## src/rtl/split_unit_if.sv

```systemverilog
// Handshake bundle for split_unit: packed-word input side and element output side.
interface split_unit_if #(
  parameter int unsigned ELEM_WIDTH = 16,
  parameter int unsigned NUM_ELEMS  = 2
);
  localparam int unsigned IDX_W = (NUM_ELEMS > 1) ? $clog2(NUM_ELEMS) : 1;

  logic [ELEM_WIDTH*NUM_ELEMS-1:0] data_in;
  logic                            valid_in;
  logic                            ready_in;
  logic [ELEM_WIDTH-1:0]           data_out;
  logic [IDX_W-1:0]                elem_idx;
  logic                            last_out;
  logic                            valid_out;
  logic                            ready_out;

  // Producer and consumer side, as seen from outside the unit.
  modport master (
    output data_in, valid_in, ready_out,
    input  ready_in, data_out, elem_idx, last_out, valid_out
  );

  // The split unit itself.
  modport slave (
    input  data_in, valid_in, ready_out,
    output ready_in, data_out, elem_idx, last_out, valid_out
  );
endinterface

```

## src/rtl/split_unit.sv

```systemverilog
// split_unit: serialises a packed word of NUM_ELEMS lanes, most-significant lane first,
// one ELEM_WIDTH element per transfer. The next word is accepted on the cycle the
// previous word's last lane fires, so back-to-back words stream without bubbles.
module split_unit #(
  parameter int unsigned ELEM_WIDTH = 16,
  parameter int unsigned NUM_ELEMS  = 2
) (
  input logic         clk,
  input logic         rst,
  split_unit_if.slave bus
);
  localparam int unsigned IDX_W  = (NUM_ELEMS > 1) ? $clog2(NUM_ELEMS) : 1;
  localparam int unsigned WORD_W = ELEM_WIDTH * NUM_ELEMS;
  localparam logic [IDX_W-1:0] LAST_IDX = IDX_W'(NUM_ELEMS - 1);

  localparam logic [0:0] StIdle = 1'b0;
  localparam logic [0:0] StEmit = 1'b1;

  logic [0:0]            state_q, state_d;
  logic [WORD_W-1:0]     hold_q, hold_d;
  logic [IDX_W-1:0]      cnt_q, cnt_d, cnt_inc;
  logic [ELEM_WIDTH-1:0] data_q, data_d;
  logic                  last_q, last_d;
  logic                  valid_q, valid_d;
  logic                  in_fire, out_fire, ready_in_w;

  // ready_in depends only on state and the consumer side, never on valid_in.
  assign out_fire   = valid_q && bus.ready_out;
  assign ready_in_w = !rst && ((state_q == StIdle) || (out_fire && last_q));
  assign in_fire    = bus.valid_in && ready_in_w;
  assign cnt_inc    = cnt_q + IDX_W'(1);

  // Next-state: load a new word, advance to the next lane, or go idle.
  always_comb begin
    state_d = state_q;
    hold_d  = hold_q;
    cnt_d   = cnt_q;
    data_d  = data_q;
    last_d  = last_q;
    valid_d = valid_q;
    if (in_fire) begin
      // Lane 0 is taken straight from the input so it is visible one cycle after accept.
      state_d = StEmit;
      hold_d  = bus.data_in;
      cnt_d   = '0;
      data_d  = bus.data_in[WORD_W-1 -: ELEM_WIDTH];
      last_d  = (NUM_ELEMS == 1);
      valid_d = 1'b1;
    end else if (state_q == StEmit && out_fire) begin
      if (last_q) begin
        // data_out deliberately keeps its last value.
        state_d = StIdle;
        last_d  = 1'b0;
        valid_d = 1'b0;
      end else begin
        cnt_d  = cnt_inc;
        data_d = hold_q[WORD_W - 1 - ELEM_WIDTH * int'(cnt_inc) -: ELEM_WIDTH];
        last_d = (cnt_inc == LAST_IDX);
      end
    end
  end

  // State and output registers with synchronous reset.
  always_ff @(posedge clk) begin
    if (rst) begin
      state_q <= StIdle;
      hold_q  <= '0;
      cnt_q   <= '0;
      data_q  <= '0;
      last_q  <= 1'b0;
      valid_q <= 1'b0;
    end else begin
      state_q <= state_d;
      hold_q  <= hold_d;
      cnt_q   <= cnt_d;
      data_q  <= data_d;
      last_q  <= last_d;
      valid_q <= valid_d;
    end
  end

  assign bus.ready_in  = ready_in_w;
  assign bus.data_out  = data_q;
  assign bus.elem_idx  = cnt_q;
  assign bus.last_out  = last_q;
  assign bus.valid_out = valid_q;
endmodule

```

## src/flat_wrapper.sv

```systemverilog
// flat-port wrapper written by rule: the top's interface ports become plain ports
module split_unit_flat 
#(
  parameter int unsigned ELEM_WIDTH = 16,
  parameter int unsigned NUM_ELEMS  = 2
)
  (clk, rst, bus_data_in, bus_valid_in, bus_ready_out, bus_ready_in, bus_data_out, bus_elem_idx, bus_last_out, bus_valid_out);
  split_unit_if #(.ELEM_WIDTH(ELEM_WIDTH), .NUM_ELEMS(NUM_ELEMS)) bus_i ();
  input logic clk;
  input logic rst;
  input wire logic [$bits(bus_i.data_in)-1:0] bus_data_in;
  input wire logic [$bits(bus_i.valid_in)-1:0] bus_valid_in;
  input wire logic [$bits(bus_i.ready_out)-1:0] bus_ready_out;
  output wire logic [$bits(bus_i.ready_in)-1:0] bus_ready_in;
  output wire logic [$bits(bus_i.data_out)-1:0] bus_data_out;
  output wire logic [$bits(bus_i.elem_idx)-1:0] bus_elem_idx;
  output wire logic [$bits(bus_i.last_out)-1:0] bus_last_out;
  output wire logic [$bits(bus_i.valid_out)-1:0] bus_valid_out;
  assign bus_i.data_in = bus_data_in;
  assign bus_i.valid_in = bus_valid_in;
  assign bus_i.ready_out = bus_ready_out;
  assign bus_ready_in = bus_i.ready_in;
  assign bus_data_out = bus_i.data_out;
  assign bus_elem_idx = bus_i.elem_idx;
  assign bus_last_out = bus_i.last_out;
  assign bus_valid_out = bus_i.valid_out;
  split_unit #(.ELEM_WIDTH(ELEM_WIDTH), .NUM_ELEMS(NUM_ELEMS)) u_core (.clk(clk), .rst(rst), .bus(bus_i));
endmodule
```

## config.mk

```make
export PLATFORM = sky130hd
export DESIGN_NAME = split_unit_flat
export DESIGN_NICKNAME = d
export VERILOG_FILES = /design/src/rtl/split_unit_if.sv /design/src/rtl/split_unit.sv /design/src/flat_wrapper.sv
export SDC_FILE = /design/constraint.sdc
export NUM_CORES = 1
export LEC_CHECK = 0
export ABC_AREA = 1
export CAP_MARGIN = 25
export CORE_MARGIN = 2
export CORE_UTILIZATION = 44
export CTS_CLUSTER_DIAMETER = 200
export DETAILED_ROUTE_END_ITERATION = 16
export PLACE_DENSITY = 0.75
export SYNTH_ARGS = -nofsm -noshare
export SYNTH_HDL_FRONTEND = slang
export SYNTH_SLANG_ARGS = --single-unit
export TNS_END_PERCENT = 1
```

## constraint.sdc

```tcl
create_clock -name clk -period 1.3 [get_ports clk]
set_clock_uncertainty 0.2 [all_clocks]
set_input_delay 0.195 -clock clk [delete_from_list [all_inputs] [get_ports clk]]
set_output_delay 0.195 -clock clk [all_outputs]
set_load 0.01 [all_outputs]
```

==> results of run 1 <==
==> power by group through the flow <==
stage | sequential (mW) | clock, mW | combinational, mW
6_report | 1.75 | 0.981 | 0.713
5_1_grt | 1.77 | 1.07 | 0.796
4_1_cts | 1.75 | 1.00 | 0.715
3_5_place_dp | 1.79 | 0 | 0.720
3_3_place_gp | 1.78 | 0 | 0.709
2_1_floorplan | 1.80 | 0 | 0.372
==> timing repair <==
action                     CTS  global route
gates resized for setup     65            20
setup buffers                0             0
hold buffers                 0             0
setup endpoints to repair   71            69
pin swaps                    0             2
==> sequential cells by signal, summed over array words and instances (netlist names) <==
name,count
u_core.hold_q,32
u_core.bus.last_out,1
u_core.bus.elem_idx,1
u_core.bus.valid_out,1
u_core.bus.data_out,16
==> how the worst min path moves through the flow <==
stage / depth (start not counted) / start / to / slack [ns]
2_1_floorplan: 1 / rst / u_core.bus.valid_out / 0.05
3_3_place_gp: 2 / u_core.hold_q[22] / u_core.hold_q[22] / 0.23
3_5_place_dp: 2 / u_core.hold_q[22] / u_core.hold_q[22] / 0.23
4_1_cts: 3 / rst / u_core.bus.valid_out / 0.18
5_1_grt: 3 / rst / u_core.bus.valid_out / 0.23
6_report: 3 / rst / u_core.bus.valid_out / 0.21
==> worst reg2reg max path, stage by stage (launching register included) <==
cell     delay, ns
dfxtp_4       0.37
buf_6         0.11
nand2_4       0.06
nor2_4        0.15
buf_12        0.16
nand3_1       0.08
nand2_1       0.06
nand2_1       0.06
inv_1         0.06
nor2_1        0.03
==> routing by layer <==
layer | up-vias | GRT usage [%] | wire [um]
li1 | 1204 | - | -
met1 | 986 | 27.6 | 2570
met2 | 73 | 31.7 | 2570
met3 | 7 | 4.59 | 363
met4 | 0 | 6.73 | 99
met5 | - | 0 | 0
==> layout by cell type, fill, tap and decap left out, types with 2 or more instances in the layout <==
master / Yosys / final
dfxtp_4: 0 / 3
nand3_2: 1 / 2
nand2_1: 146 / 136
buf_4: 3 / 14
nand2_4: 1 / 4
inv_1: 33 / 33
nand4_1: 16 / 16
nor2_1: 19 / 18
buf_6: 4 / 8
a21oi_1: 2 / 2
clkdlybuf4s15_1: 0 / 6
inv_4: 0 / 2
dlygate4sd2_1: 0 / 2
clkbuf_2: 0 / 9
nand3_1: 47 / 46
buf_2: 9 / 2
buf_12: 0 / 2
nand2_2: 1 / 8
dfxtp_1: 51 / 48
clkbuf_8: 0 / 7
clkdlybuf4s50_1: 0 / 33
==> cells by family (layout without fill, tap and decap cells) <==
logic type | after synthesis | in the layout | share of synthesized area [%]
simple gates | 233 | 233 | 43.5
flops | 51 | 51 | 44.0
buf+inv | 57 | 123 | 11.5
compound gates | 4 | 4 | 1.02
==> per-stage QoR <==
stage                     setup TNS (ns)  utilization (%)  hold WS [ns]  instance area (sq um)  instances
final                              -2.99             62.2         0.210                   3180        481
after global routing               -6.43             62.2         0.230                   3180        481
after CTS                          -3.21             62.5         0.181                   3190        481
after detailed placement          -23.41             59.8         0.233                   3060        473
after global placement            -23.14             59.8         0.227                   3060        473
after floorplan                  -0.0794                -        0.0544                   2360        345
==> final cells by class <==
cell class | instances | area, sq um | area share (%)
clock buffers | 8 | 100 | 3.15
inverters | 37 | 145 | 4.57
multi-input cells | 237 | 1090 | 34.3
flip-flops and latches | 51 | 1030 | 32.5
well taps | 70 | 87.6 | 2.75
repair buffers | 78 | 724 | 22.8
==> flow_summary_export.csv, run 1 <==
group,metric,value,unit
grt,grt_pass1_wl,9.63,mm
power,p_clk_share,28.4,%
setup_path,cpPeakStageDelay,0.37,ns
yosys,ys_ff_latch,51,
yosys,synth_top_area_cell,"dfxtp_1",
floorplan,core,0.00511,sq mm
yosys,synth_most_common_cell,"nand2_1",
grt,track_usage,20.2,%
timing,fin_crit,1.48,ns
setup_path,cp_num_cells,3,
setup_path,path_buf_inv,1,
timing,slew_violations,0,
timing,relSlewSlack,79.5,%
clocking,clockBufferDepth,2,
clocking,numCtsBuffers,5,
yosys,synth_edf_count,0,
setup_path,end_kind,"output port",
clocking,clkSlewWorstSetupHoldPaths,0.09,ns
yosys,synthesis.nets,381,
drt,vias,2270,
yosys,ys_top_cells_by_count,"nand2_1 (146), dfxtp_1 (51), nand3_1 (47)",
power,power.internal,2.51,mW
drt,firstDrtPassIters,4,
setup_path,arrival,1.09,ns
yosys,netlist_top_cells_area,"dfxtp_1 (44%), nand2_1 (24%), nand3_1 (10%), inv_1 (5.3%), nand4_1 (4.3%)",
timing,setup_viol,52,
yosys,ys.flop_type,"dfxtp_1",
floorplan,rows,26,
timing,fmax,675,MHz
layout,antennaDiodeCount,0,
setup_path,worstPathMaxFanout,2,
layout,nNetsFinal,446,
setup_path,reg2reg_slack,-0.14,ns
power,p_leak,1.63,nW
grt,grt_overflow_total,0,
power,p_seq_share,50.9,%
setup_path,worstSetupStartpointType,"flop",
clocking,cts_tree,"built",
floorplan,dieArea,0.00588,sq mm
floorplan,pin_count,56,
setup_path,r2r-start,"u_core.bus.valid_out",
yosys,synthCells,345,
yosys,avgSynthCellArea,6.73,sq um
clocking,cts.sinks,51,
placement,place_hpwl,3.98,mm
setup_path,slowest_stage,"dfxtp_4",
yosys,ys_async_sr_fraction,0,%
layout,num-fill-cells,493,
timing,fin_crit_sh,114,%
timing,rsz0062_at_grt,"yes",
timing,layout_setup_ws,-0.181,ns
setup_path,critPathTopFamily,"flip-flops",
timing,worstMarginPinSlew,0.307,ns
yosys,yosysWarnings,0,
setup_path,rr_worst_depth,9,
clocking,insertion_delay,0.30,ns
floorplan,chipHeight,76.7,um
outcome,violations,"negative setup slack",
drt,routed_wirelength,5.60,mm
setup_path,crit_path_end,"bus_ready_in",
setup_path,r2r_end,"u_core.bus.data_out[5]",
outcome,status,"complete, but fails checks",
grt,grt_max_degree,20,
drt,vias_per_cell,4.72,
grt,grt_antenna_before_repair,0,
timing,finalHoldViolations,0,
setup_path,crit_chain,"nand2_4 -> a21oi_4 -> buf_6",
power,p_per_area,1080,mW/mm^2
flow_run,drv_cap,0,
setup_path,crit_start,"u_core.bus.last_out",
yosys,synth.top_cell.area_share,44.0,%
clocking,cts-htree-levels,2,
power,power.total,3.45,mW
drt,ant_nets,0,
placement,place.gp.congestion,0.817,
drt,drtIter0Drc,274,
yosys,synthDistinctLibCells,21,
layout,final_layout_size_suffix_gt1_share,16.8,%
grt,grt_pass1_vias,2071,
placement,pre_cts_ws,-0.752,ns
placement,io_buffers,55,
power,switching_share,27.1,%
power,p_comb_share,20.7,%
power,power_switching,0.933,mW
power,peakVddDrop,0.593,mV
hold_path,hold_path_class,"in -> reg",
drt,post_drt_wl_per_cell,11.6,um
clocking,cts-root-buf,"clkbuf_8",
yosys,syn_area,0.00232,sq mm
floorplan,initial_core_util,45.5,%
setup_path,crit_type,"reg -> out",
layout,areaGrowthSynthToFinish,36.9,%
yosys,ys_seq_area_share,44.0,%
floorplan,die_w,76.7,um
drt,post-route-drc-count,0,
setup_path,cp.required,0.90,ns
No activity file was read; power rests on OpenSTA's default activity.
==> run 2: changes to the inputs <==
CORE_MARGIN = default   (was 2)
CTS_CLUSTER_SIZE = 24   (was default)
==> flow_summary_export.csv, run 2 (synthesized netlist as in run 1, its figures left out) <==
group,metric,value,unit
layout,fin_util,61.6,%
power,power.internal,2.51,mW
setup_path,r2r-start,"u_core.bus.valid_out",
power,p_seq_share,51.3,%
floorplan,chipHeight,74.7,um
power,p_comb_share,20.3,%
layout,final_cell_mix,"nand2_1 (144), dfxtp_1 (48), nand3_1 (45)",
layout,design_area,0.00315,sq mm
outcome,violations,"negative setup slack",
setup_path,arrival,1.07,ns
drt,drtIter0Drc,126,
layout,final_common_cell,"nand2_1",
grt,grt_max_degree,20,
setup_path,cpPeakStageDelay,0.37,ns
clocking,insertion_delay,0.30,ns
placement,dp_cells,475,
setup_path,path_buf_inv,1,
timing,fin_tns_setup,-3.42,ns
grt,grt_pass1_wl,8.51,mm
drt,post-route-drc-count,0,
timing,worstMarginPinSlew,0.284,ns
setup_path,crit_start,"u_core.bus.last_out",
clocking,hold_buffers,0,
grt,grt_overflow_total,0,
clocking,clockBufferDepth,2,
placement,io_buffers,55,
setup_path,end_kind,"output port",
power,p_per_area,1090,mW/mm^2
floorplan,initial_core_util,45.5,%
timing,slew_violations,0,
drt,post_drt_wl_per_cell,11.1,um
placement,place.gp.congestion,0.796,
setup_path,crit_type,"reg -> out",
hold_path,hold_path_class,"in -> reg",
power,power_switching,0.911,mW
layout,nNetsFinal,448,
layout,final_cell_count_no_fill,483,
grt,grt_pass1_vias,1952,
drt,ant_nets,0,
timing,finalHoldViolations,0,
setup_path,critPathTopFamily,"flip-flops",
layout,num-fill-cells,483,
clocking,cts_tree,"built",
power,p_clk_share,28.4,%
setup_path,worstSetupStartpointType,"flop",
drt,firstDrtPassIters,4,
layout,largest_register_ff_count,32,
clocking,cts-htree-levels,2,
clocking,cts.sinks,51,
placement,pre_cts_ws,-0.782,ns
layout,antennaDiodeCount,0,
timing,layout_setup_ws,-0.169,ns
grt,track_usage,20.1,%
flow_run,drv_cap,0,
grt,grt_antenna_before_repair,0,
setup_path,slowest_stage,"dfxtp_4",
floorplan,rows,26,
power,p_leak,1.64,nW
clocking,cts-root-buf,"clkbuf_8",
placement,place_hpwl,3.96,mm
timing,fin_crit,1.47,ns
layout,areaGrowthSynthToFinish,35.5,%
drt,vias,2277,
setup_path,worstPathMaxFanout,2,
power,peakVddDrop,0.659,mV
floorplan,pin_count,56,
layout,seq_area,0.00103,sq mm
timing,setup_viol,51,
power,switching_share,26.7,%
timing,worst_hold_slack,0.171,ns
drt,vias_per_cell,4.71,
timing,relSlewSlack,81.0,%
placement,placed_cell_area,0.00307,sq mm
clocking,clkSlewWorstSetupHoldPaths,0.09,ns
floorplan,die_w,74.7,um
layout,regMostFlops,"u_core.hold_q",
setup_path,crit_chain,"nand2_4 -> a21oi_4 -> buf_2",
power,power.total,3.42,mW
setup_path,cp.required,0.90,ns
outcome,status,"complete, but fails checks",
layout,final_layout_size_suffix_gt1_share,16.2,%
floorplan,dieArea,0.00557,sq mm
clocking,numCtsBuffers,5,
timing,rsz0062_at_grt,"yes",
timing,fin_crit_sh,113,%
drt,routed_wirelength,5.34,mm
floorplan,core,0.00511,sq mm
hold_path,min_from,"rst",
layout,multi_input_area,0.00107,sq mm
timing,fmax,681,MHz
-- run 2: power by group through the flow --
stage                     clock (mW)  combinational, mW  sequential [mW]
after global placement             0              0.714             1.78
final                          0.971              0.695             1.75
after detailed placement           0              0.722             1.79
after CTS                       1.00              0.705             1.75
after floorplan                    0              0.372             1.80
after global routing            1.07              0.775             1.77
-- run 2: layout make-up --
type	count	area share [%]
clock buffer	8	3.18
multi-input combinational	237	34.2
timing repair buffer	80	22.6
sequential	51	32.7
inverter	37	4.53
tap	70	2.78
-- run 2: worst paths after layout --
kind | slack (ns) | end | cells after the start
setup reg to reg | -0.12 | u_core.bus.data_out[5] | 9
setup / recovery | -0.17 | bus_ready_in | 3
hold reg to reg | 0.25 | u_core.hold_q[25] | 2
hold / removal | 0.17 | u_core.bus.valid_out | 3
-- run 2: layer usage --
layer | vias up | routed length, um | track usage (%)
li1 | 1211 | - | -
met1 | 993 | 2630 | 28.1
met2 | 67 | 2410 | 31.6
met3 | 6 | 224 | 3.21
met4 | 0 | 74 | 6.92
met5 | - | 0 | 0
-- run 2: repair_timing --
action / in CTS / in global routing
gates resized for setup: 50 / 27
pin swaps: 2 / 1
setup buffers: 0 / 0
endpoints found under the setup margin: 71 / 69
-- run 2: tightest hold or removal path, cell delays in order --
cell	delay, ns
dlygate4sd2_1	0.27
buf_4	0.14
a21oi_1	0.03
==> run 3: changes to the inputs <==
ABC_AREA = default   (was 1)
CORE_UTILIZATION = 43   (was 44)
==> flow_summary_export.csv, run 3 <==
group,metric,value,unit
drt,firstDrtPassIters,3,
floorplan,initial_core_util,45.2,%
floorplan,rows,25,
yosys,synth_top_area_cell,"dfxtp_1",
grt,grt_overflow_total,0,
yosys,ys.flop_type,"dfxtp_1",
layout,largest_register_ff_count,32,
layout,fin_util,62.9,%
yosys,synthSimpleGateAreaFrac,6.07,%
timing,layout_setup_ws,-0.239,ns
floorplan,pin_count,56,
drt,vias_per_cell,5.01,
layout,num-fill-cells,417,
layout,nNetsFinal,284,
flow_run,drv_cap,0,
layout,areaGrowthSynthToFinish,39.1,%
setup_path,slowest_stage,"mux2_2",
timing,fin_crit,1.54,ns
setup_path,cp_num_cells,5,
layout,antennaDiodeCount,0,
timing,worst_hold_slack,0.121,ns
layout,final_layout_size_suffix_gt1_share,37.3,%
placement,place_hpwl,3.11,mm
drt,routed_wirelength,4.73,mm
grt,grt_antenna_before_repair,0,
setup_path,worstPathMaxFanout,11,
yosys,synth_fa_ha_area_share,0,%
layout,final_cell_mix,"dfxtp_1 (46), clkdlybuf4s50_1 (32), mux2_2 (24)",
hold_path,hold_path_class,"in -> reg",
setup_path,end_kind,"flop",
timing,worstMarginPinSlew,0.245,ns
yosys,ys_async_sr_fraction,0,%
yosys,yosysWarnings,0,
yosys,ys_seq_area_share,47.2,%
drt,drtIter0Drc,69,
placement,place.gp.congestion,0.702,
clocking,numCtsBuffers,5,
clocking,cts-root-buf,"clkbuf_8",
yosys,synthCells,176,
yosys,muxShareOfSynthArea,24.5,%
clocking,hold_buffers,0,
yosys,synth_xor_area_share,0.405,%
yosys,synth_compound_gate_area_share,15.9,%
yosys,synthesis.nets,212,
outcome,status,"complete, but fails checks",
layout,regMostFlops,"u_core.hold_q",
clocking,clockBufferDepth,2,
setup_path,critPathTopFamily,"multiplexers",
drt,vias,1583,
clocking,cts_tree,"built",
grt,grt_pass1_wl,7.53,mm
timing,fin_crit_sh,118,%
setup_path,path_buf_inv,2,
timing,relSlewSlack,83.6,%
timing,finalHoldViolations,0,
yosys,synth_top_family_by_area,"multiplexers",
clocking,insertion_delay,0.30,ns
layout,final_common_cell,"dfxtp_1",
hold_path,hold_depth,4,
setup_path,arrival,1.53,ns
floorplan,chipHeight,72.9,um
drt,post_drt_wl_per_cell,15.0,um
power,p_per_area,1070,mW/mm^2
yosys,synth.top_cell.area_share,47.2,%
setup_path,rr_worst_depth,5,
setup_path,worstSetupStartpointType,"flop",
power,p_leak,1.23,nW
drt,ant_nets,0,
yosys,syn_area,0.00216,sq mm
timing,slew_violations,0,
grt,track_usage,18.8,%
placement,placed_cell_area,0.00285,sq mm
layout,design_area,0.00301,sq mm
setup_path,crit_type,"reg -> reg",
power,peakVddDrop,0.568,mV
clocking,cts.sinks,51,
yosys,ys_top_cells_by_count,"dfxtp_1 (51), mux2_2 (29), mux2i_1 (17)",
timing,fmax,650,MHz
floorplan,dieArea,0.00532,sq mm
floorplan,core,0.00479,sq mm
yosys,ys_ff_latch,51,
yosys,avgSynthCellArea,12.3,sq um
yosys,netlist_top_cells_area,"dfxtp_1 (47%), mux2_2 (15%), mux2i_1 (7.9%), a22o_1 (6.5%), o2bb2ai_1 (6.5%)",
floorplan,die_w,72.9,um
timing,rsz0062_at_grt,"yes",
power,power.total,3.22,mW
grt,grt_pass1_vias,1581,
placement,io_buffers,55,
yosys,synth_edf_count,0,
grt,grt_max_degree,21,
yosys,synthDistinctLibCells,23,
setup_path,cpPeakStageDelay,0.33,ns
outcome,violations,"negative setup slack",
clocking,cts-htree-levels,2,
layout,final_cell_count_no_fill,316,
yosys,synth_most_common_cell,"dfxtp_1",
placement,dp_cells,301,
setup_path,cp.required,1.29,ns
drt,post-route-drc-count,0,
timing,setup_viol,51,
setup_path,crit_chain,"a21boi_4 -> nor3_4 -> buf_6 -> buf_12 -> mux2_2",
clocking,clkSlewWorstSetupHoldPaths,0.08,ns
[run 3: through the flow]
stage / setup WS, ns / TNS (ns)
2_1_floorplan: -0.219 / -8.62
3_3_place_gp: -0.608 / -28.35
3_5_place_dp: -0.650 / -29.57
4_1_cts: -0.324 / -13.46
5_1_grt: -0.287 / -11.51
6_report: -0.239 / -9.02
[run 3: per-layer routing]
layer,up-vias,wire (um),GRT usage (%)
li1,789,-,-
met1,750,2380,25.3
met4,0,54,6.54
met2,39,2090,29.3
met3,5,209,4.97
met5,-,0,0
[run 3: tightest hold or removal path: stages]
cell            delay [ns]
dlymetal6s2s_1        0.15
inv_2                 0.09
buf_4                 0.10
a21oi_1               0.05
[run 3: final timing paths]
path,from,endpoint,slack (ns)
hold / removal,bus_valid_in,u_core.bus.valid_out,0.12
hold reg to reg,u_core.hold_q[29],u_core.hold_q[29],0.27
setup / recovery,u_core.bus.valid_out,u_core.hold_q[14],-0.24
setup reg to reg,u_core.bus.valid_out,u_core.hold_q[14],-0.24
[run 3: cell families after synthesis]
| group | Yosys count |
|---|---|
| XOR/XNOR | 1 |
| multiplexers | 49 |
| AND/OR/NAND/NOR | 21 |
| AO/OA/AOI/OAI | 38 |
| flip-flops | 51 |
| buffers and inverters | 16 |
[run 3: repair_timing]
item	in CTS	in global routing
cloned	1	1
gates resized for setup	49	41
pin swaps	10	16
setup endpoints to repair	70	70
setup buffers	3	3
[run 3: cell type report]
type	count	area, sq um	area share, %
inverters	2	7.51	0.249
multi-input cells	109	1060	35.1
repair buffers	79	752	25.0
well taps	67	83.8	2.79
clock buffers	7	76.3	2.54
flip-flops and latches	51	1030	34.1
clock inverters	1	5.00	0.166
[run 3: power breakdown]
part	total [mW]	switching, mW	internal, mW
Combinational	0.623	0.241	0.381
Clock	0.869	0.490	0.379
Sequential	1.72	0.0532	1.67
Total	3.22	0.785	2.43
